==> config.mk <==
export PLATFORM = sky130hd
export DESIGN_NAME = instr_enc
export DESIGN_NICKNAME = d
export VERILOG_FILES = /design/src/rtl/instr_enc.sv
export SDC_FILE = /design/constraint.sdc
export NUM_CORES = 1
export LEC_CHECK = 0
export BUFFER_PORTS_ARGS = -buffer_cell sky130_fd_sc_hd__clkbuf_2
export CAP_MARGIN = 20
export CORE_MARGIN = 2
export CORE_UTILIZATION = 50
export CTS_BUF_LIST = sky130_fd_sc_hd__clkbuf_8
export CTS_CLUSTER_DIAMETER = 80
export DETAILED_ROUTE_END_ITERATION = 10
export PLACE_DENSITY = 0.75
export SETUP_SLACK_MARGIN = 0.02
export SLEW_MARGIN = 5
export SYNTH_ARGS = -nofsm -noshare
export SYNTH_HDL_FRONTEND = slang
export SYNTH_SLANG_ARGS = --single-unit
==> constraint.sdc <==
create_clock -name clk -period 3.7 [get_ports clk]
set_clock_uncertainty 0.05 [all_clocks]
set_input_delay 0.185 -clock clk [delete_from_list [all_inputs] [get_ports clk]]
set_output_delay 0.185 -clock clk [all_outputs]
set_load 0.005 [all_outputs]
==> src/rtl/instr_enc.sv <==
// RV32I instruction encoder: packs a field bundle into a 32-bit word and queues it in a 2-entry output FIFO.
// Optional macro INSTR_ENC_RANGE_CHECK_EN flags immediates that do not fit their format.
module instr_enc (
    input  logic        clk,
    input  logic        rst_n,
    input  logic        in_valid,
    output logic        in_ready,
    input  logic [6:0]  opcode,
    input  logic [4:0]  rd,
    input  logic [4:0]  rs1,
    input  logic [4:0]  rs2,
    input  logic [2:0]  funct3,
    input  logic [6:0]  funct7,
    input  logic [31:0] imm,
    output logic        out_valid,
    input  logic        out_ready,
    output logic [31:0] instr,
    output logic        err,
    output logic [7:0]  err_cnt
);

    localparam logic [6:0] OP_IMM    = 7'b0010011;
    localparam logic [6:0] OP_LOAD   = 7'b0000011;
    localparam logic [6:0] OP_JALR   = 7'b1100111;
    localparam logic [6:0] OP_STORE  = 7'b0100011;
    localparam logic [6:0] OP_BRANCH = 7'b1100011;
    localparam logic [6:0] OP_LUI    = 7'b0110111;
    localparam logic [6:0] OP_AUIPC  = 7'b0010111;
    localparam logic [6:0] OP_JAL    = 7'b1101111;
    localparam logic [6:0] OP_REG    = 7'b0110011;

    logic [31:0] enc_word;
    logic        enc_err;

    always_comb begin
        enc_word = 32'h0;
        enc_err  = 1'b0;
        case (opcode)
            OP_REG: begin
                enc_word = {funct7, rs2, rs1, funct3, rd, opcode};
            end
            OP_IMM, OP_LOAD, OP_JALR: begin
                enc_word = {imm[11:0], rs1, funct3, rd, opcode};
`ifdef INSTR_ENC_RANGE_CHECK_EN
                enc_err  = (imm != {{20{imm[11]}}, imm[11:0]});
`endif
            end
            OP_STORE: begin
                enc_word = {imm[11:5], rs2, rs1, funct3, imm[4:0], opcode};
`ifdef INSTR_ENC_RANGE_CHECK_EN
                enc_err  = (imm != {{20{imm[11]}}, imm[11:0]});
`endif
            end
            OP_BRANCH: begin
                enc_word = {imm[12], imm[10:5], rs2, rs1, funct3, imm[4:1], imm[11], opcode};
`ifdef INSTR_ENC_RANGE_CHECK_EN
                enc_err  = imm[0] || (imm != {{19{imm[12]}}, imm[12:0]});
`endif
            end
            OP_LUI, OP_AUIPC: begin
                enc_word = {imm[31:12], rd, opcode};
`ifdef INSTR_ENC_RANGE_CHECK_EN
                enc_err  = (imm[11:0] != 12'h0);
`endif
            end
            OP_JAL: begin
                enc_word = {imm[20], imm[10:1], imm[11], imm[19:12], rd, opcode};
`ifdef INSTR_ENC_RANGE_CHECK_EN
                enc_err  = imm[0] || (imm != {{11{imm[20]}}, imm[20:0]});
`endif
            end
            default: begin
                enc_word = 32'h0;
                enc_err  = 1'b1;
            end
        endcase
    end

    // Each entry holds {err, word}.
    logic [32:0] mem_q [2];
    logic        wr_ptr_q, wr_ptr_d;
    logic        rd_ptr_q, rd_ptr_d;
    logic [1:0]  count_q, count_d;
    logic [7:0]  err_cnt_q, err_cnt_d;
    logic        push, pop;
    logic [32:0] head;

    assign head      = mem_q[rd_ptr_q];
    assign in_ready  = (count_q < 2'd2);
    assign out_valid = (count_q != 2'd0);
    assign push      = in_valid && in_ready;
    assign pop       = out_valid && out_ready;
    assign instr     = out_valid ? head[31:0] : 32'h0;
    assign err       = out_valid ? head[32] : 1'b0;
    assign err_cnt   = err_cnt_q;

    always_comb begin
        wr_ptr_d  = wr_ptr_q;
        rd_ptr_d  = rd_ptr_q;
        count_d   = count_q;
        err_cnt_d = err_cnt_q;
        if (push) begin
            wr_ptr_d = ~wr_ptr_q;
        end
        if (pop) begin
            rd_ptr_d = ~rd_ptr_q;
            if (head[32] && (err_cnt_q != 8'hFF)) begin
                err_cnt_d = err_cnt_q + 8'd1;
            end
        end
        case ({push, pop})
            2'b10:   count_d = count_q + 2'd1;
            2'b01:   count_d = count_q - 2'd1;
            default: count_d = count_q;
        endcase
    end

    always_ff @(posedge clk or negedge rst_n) begin
        if (!rst_n) begin
            mem_q[0]  <= 33'h0;
            mem_q[1]  <= 33'h0;
            wr_ptr_q  <= 1'b0;
            rd_ptr_q  <= 1'b0;
            count_q   <= 2'd0;
            err_cnt_q <= 8'h0;
        end else begin
            if (push) begin
                mem_q[wr_ptr_q] <= {enc_err, enc_word};
            end
            wr_ptr_q  <= wr_ptr_d;
            rd_ptr_q  <= rd_ptr_d;
            count_q   <= count_d;
            err_cnt_q <= err_cnt_d;
        end
    end

endmodule

# After elaboration in Yosys (flattened, before gate mapping)
# Cells that the tools add are included.
[totals]
register_bits = 78
input_bits = 68
[op_classes]
add_sub_neg = 3
order_cmp = 4
eq_ne = 12
n_mux = 11
n_bitwise = 4
reduce_logical = 10
[ops]
columns = ["operator", "n"]
rows = [
  ["$pmux W32 S6", 1],
  ["$mux W33", 4],
  ["$bwmux W66", 1],
  ["$demux W33 S1", 1],
  ["$mux W32", 1],
  ["$eq A7 B6 Y1 const B", 3],
  ["$eq A7 B7 Y1 const B", 3],
  ["$eq A7 B5 Y1 const B", 2],
  ["$reduce_or A9 Y1", 1],
  ["$add A8 B1 Y8 const B", 1],
  ["$ne A8 B8 Y1 const B", 1],
  ["$eq A7 B2 Y1 const B", 1],
  ["$ge A2 B2 Y1 const B", 2],
  ["$logic_and A1 B1 Y1", 4],
  ["$not A1 Y2", 2],
  ["$pmux W2 S2", 1],
  ["$reduce_bool A2 Y1", 2],
  ["$reduce_or A3 Y1", 1],
  ["$add A2 B1 Y2 const B", 1],
  ["$eq A2 B1 Y1 const B", 1],
  ["$eq A2 B2 Y1 const B", 1],
  ["$lt A2 B1 Y1 const B", 1],
  ["$lt A2 B2 Y1 const B", 1],
  ["$mux W1", 2],
  ["4 further kinds", 5],
]

# Depth between registers and ports, before layout
[logic_depth]
word_depth = 6
depth_mapped = 7

# Least setup slack after synthesis
# Ideal clock, no wire load.
[synth_path]
kind = "reg-to-reg"
startpoint = "register count_q[0]"
endpoint = "register count_q[1]"
arrival_ns = 1.494
slack_ns = 2.076
path_stages_with_launch = 7
path_buffers = 0
cell_sequence = "dfrtp_1 -> nor2_1 -> inv_1 -> and2_1 -> ha_1 -> nor2_1 -> xnor2_1"
[synth_between]
elab_chain_len = 4
elab_cells_between_ends = 10
classes_between = "2 x add/sub; 1 x order compare; 2 x eq/ne; 1 x mux; 4 x reduce/logical"
[synth_lines]
columns = ["element", "line_no", "source"]
rows = [
  ["start: declaration", "83", "logic [1:0] count_q, count_d;"],
  ["start signal: assignment", "132", "count_q <= count_d;"],
  ["$reduce_bool A2 Y1 (*)", "90", "assign out_valid = (count_q != 2'd0);"],
  ["via out_valid", "15", "output logic out_valid,"],
  ["$logic_and A1 B1 Y1 (*)", "92", "assign pop = out_valid && out_ready;"],
  ["via pop", "85", "logic push, pop;"],
  ["$eq A2 B1 Y1 or $eq A2 B2 Y1 (tied branches)", "111", "case ({push, pop})"],
  ["$pmux W2 S2 or $reduce_bool A2 Y1 (tied branches)", "n/a", ""],
]
# The timed path passes the listed nets; every way through them passes the cells marked *.
# A chain may end at the register's enable or synchronous reset.

# Final worst setup path
[layout_path]
startpoint = "register count_q[1]"
endpoint = "register mem_q[61] (netlist bit)"
[layout_between]
elab_chain_len = 2
[layout_lines]
columns = ["element", "line_no", "source"]
rows = [
  ["$lt A2 B2 Y1", "89", "assign in_ready = (count_q < 2'd2);"],
  ["$logic_and A1 B1 Y1", "91", "assign push = in_valid && in_ready;"],
  ["end signal: indexed assignment", "128", "mem_q[wr_ptr_q] <= {enc_err, enc_word};"],
  ["end: declaration", "80", "logic [32:0] mem_q [2];"],
]
# No other way between the ends.

==> results.txt <==
CTS tree - built
family with the most delay on the worst path - simple AND/OR/NAND/NOR gates
maximum vdd drop - 0.271 mV
final core utilization - 61.9%
TritonCTS Buffers - 9
Worst slew margin - 36.0%
die area - 8920 um^2
setup repair after global routing missed its margin - false
Yosys Warn Count - 0
DRT iter0 DRCs - 160
met2 Usage GRT - 35.3%
layout cells sized above 1 - 26.3%
grt total ovfl - 0
Yosys cell types - 49
Row Count - 32
Power, Total - 2660 uW
crit share post-route - 56.5%
cts repair resizes - 0
Post-Syn Area per Cell - 9.47 um^2
vias per inst - 5.56
DP HPWL - 6880 um
actual slew at the worst max-slew pin - 960 ps
largest net degree at the start of global routing - 79
CTS Sinks - 78
Die W - 94.5 um
top cell type's share of synthesized area - 47.7%
crit path kind - reg2reg
cell taking the most area after synthesis - dfrtp_1
Lkg Pwr - 0.00241 uW
synthesis-stage register bit count - 78
met3 Use GR - 2.87%
critical-path cell list - nor2b_1 > inv_1 > nor2_1 > o21ai_2 > o21ai_0
pwr/cell area - 546 nW/um^2
initial antenna violation count - 0
routability congestion estimate from global placement - 0.870
clk buf depth - 2
Max Slew Vio Count - 0
final WL - 9740 um
Syn-to-layout area delta - 18.8%
Slowest cell on crit path - nor2_1
Clock Latency Late Sink - 340 ps
max-capacitance violation count - 0
status - completed
Die Span Y - 94.5 um
I/O Pins - 111
critical path required time - 3900 ps
Diodes inserted - 0
Detail Route Antenna Nets - 0
crit path setup slack, layout - 1610 ps
Post-CTS Setup Repair Bufs - 0
Gate power share - 35.3%
CP arrival - 2290 ps
met1 usage - 32.1%
Initial Util - 52.2%
Root Buffer - clkbuf_8
first-pass GRT wire length - 15500 um
DR vias - 3531
Top FF cell, synth - dfrtp_1
Highest Clock Rate - 0.478 GHz
All-Layer GR Usage - 22.2%
top cells by area, synth - dfrtp_1, mux2i_1, nand2_1
register area share after synthesis - 47.7%
I/O Buffers - 110
Seq pwr share - 43.2%
clock-pin slew on the worst setup and hold paths - 80 ps
Fin. Hold Viols - 0
Clock power frac - 21.5%
Setup Total Neg Slack - 0 ps
CP startpoint kind - flip-flop
H-Tree Depth - 3
Hold Path Class - in2reg
Netlist Area Pre-Place - 4090 um^2
Setup crit end kind - flip-flop
busiest grt layer - met2
post-synthesis cell count - 432
CORE AREA - 7850 um^2
Pre-antenna DRT Iters - 4
WL per Instance - 15.3 um
worst-path maximum fanout - 12
EDFF count, synth - 0
ys async rst share - 100%
final setup fails - 0
Buf/Inv on CP - 1
commonest non-fill, non-tap cell in the layout - clkbuf_2
Post-route DRC - 0
switch share - 35.7%
Mapped Nets - 502
Slowest Stage Delay on Critical Path - 610 ps
worst slack at placement - 1640 ps
final period demand of the worst path - 2090 ps
Psw - 949 uW
leading cell types in the layout, fill and taps excluded - clkbuf_2, dfrtp_1, nand2_1, nor2_1, o21ai_0
Final nets - 599
Internal Power - 1710 uW
vias in the first global route - 3211
[power groups by stage]
stage	clock network, uW	logic (uW)	registers (uW)
4_1_cts	581	949	1140
3_3_place_gp	0	932	1150
2_1_floorplan	0	647	1140
3_5_place_dp	0	948	1160
5_1_grt	622	1050	1170
6_report	571	938	1150
[flip-flops by register name, indices dropped and copies added, names as in the netlist]
name      cells
wr_ptr_q      1
count_q       2
err_cnt       8
mem_q        66
rd_ptr_q      1
[through the flow]
step	hold WS, ps	instance area, um^2	cells
detailed placement	343	4670	619
global route	101	4860	635
floorplan	-161	4090	432
finish	86.2	4860	635
CTS	77.1	4860	635
global placement	337	4670	619
[Yosys cell counts (2+ instances only)]
master,instances
a2bb2oi_1,6
nand4b_1,2
nor3_1,4
a21oi_2,2
a221o_1,4
buf_4,2
nand3_1,7
nor2b_1,5
o21ai_2,2
o2111ai_1,2
and3b_1,2
nor2_1,52
a22oi_1,15
nor4_1,4
a211oi_1,2
and2_1,3
o21ai_0,43
mux2i_1,34
and3_1,6
a22o_1,11
nand4_1,3
a31oi_1,10
nand2b_1,3
mux2_2,2
nor3b_1,2
clkbuf_1,18
nand2_1,60
ha_1,2
o211ai_1,3
inv_1,6
xnor2_1,3
xor2_1,8
nand3b_1,3
o21ai_1,2
buf_2,8
dfrtp_1,78
[path summary, 6_finish.rpt]
path / cells past startpoint / slack, ps / startpoint / endpoint
min in group asynchronous: 2 / 480 / rst_n / err_cnt[6]
min reg2reg: 2 / 430 / mem_q[18] / mem_q[18]
max: 5 / 1610 / count_q[1] / mem_q[61]
min: 3 / 90 / imm[3] / mem_q[43]
max in group asynchronous: 2 / 2430 / rst_n / rd_ptr_q
max reg2reg: 5 / 1610 / count_q[1] / mem_q[61]
[worst register-to-register path, stage by stage (launching register included)]
cell	delay, ps
dfrtp_1	410
nor2b_1	250
inv_1	130
nor2_1	610
o21ai_2	310
o21ai_0	250
[layout make-up]
cell class	instances	area (um^2)
multi-input cells	319	1990
clock inverters	3	12.5
repair buffers	115	593
flip-flops and latches	78	1950
inverters	6	22.5
fillers	697	2990
clock buffers	12	165
well taps	102	128
[repair_timing]
action	4_1_cts	5_1_grt
endpoints found under the setup margin	0	0
hold endpoints to repair	78	0
hold buffers	1	0
[kinds of logic (layout without fill, tap and decap cells)]
kind of cell               count (synthesis)  count (layout)  synth area share [%]
xor gates and xnor gates                  11              11                  2.35
and+or+nand+nor                          160             160                  17.9
DFF                                       78              78                  47.7
muxes                                     36              36                  8.87
adders and majority gates                  2               2                 0.611
AOI/OAI and AO/OA                        110             110                  18.8
buffers and inverters                     35             136                  3.82
[layer usage]
metal | routed length, um | up-vias
met1 | 4580 | 1663
li1 | - | 1738
met4 | 141 | 0
met5 | 0 | -
met3 | 572 | 13
met2 | 4440 | 117
Power figures use the tool's default switching activity.
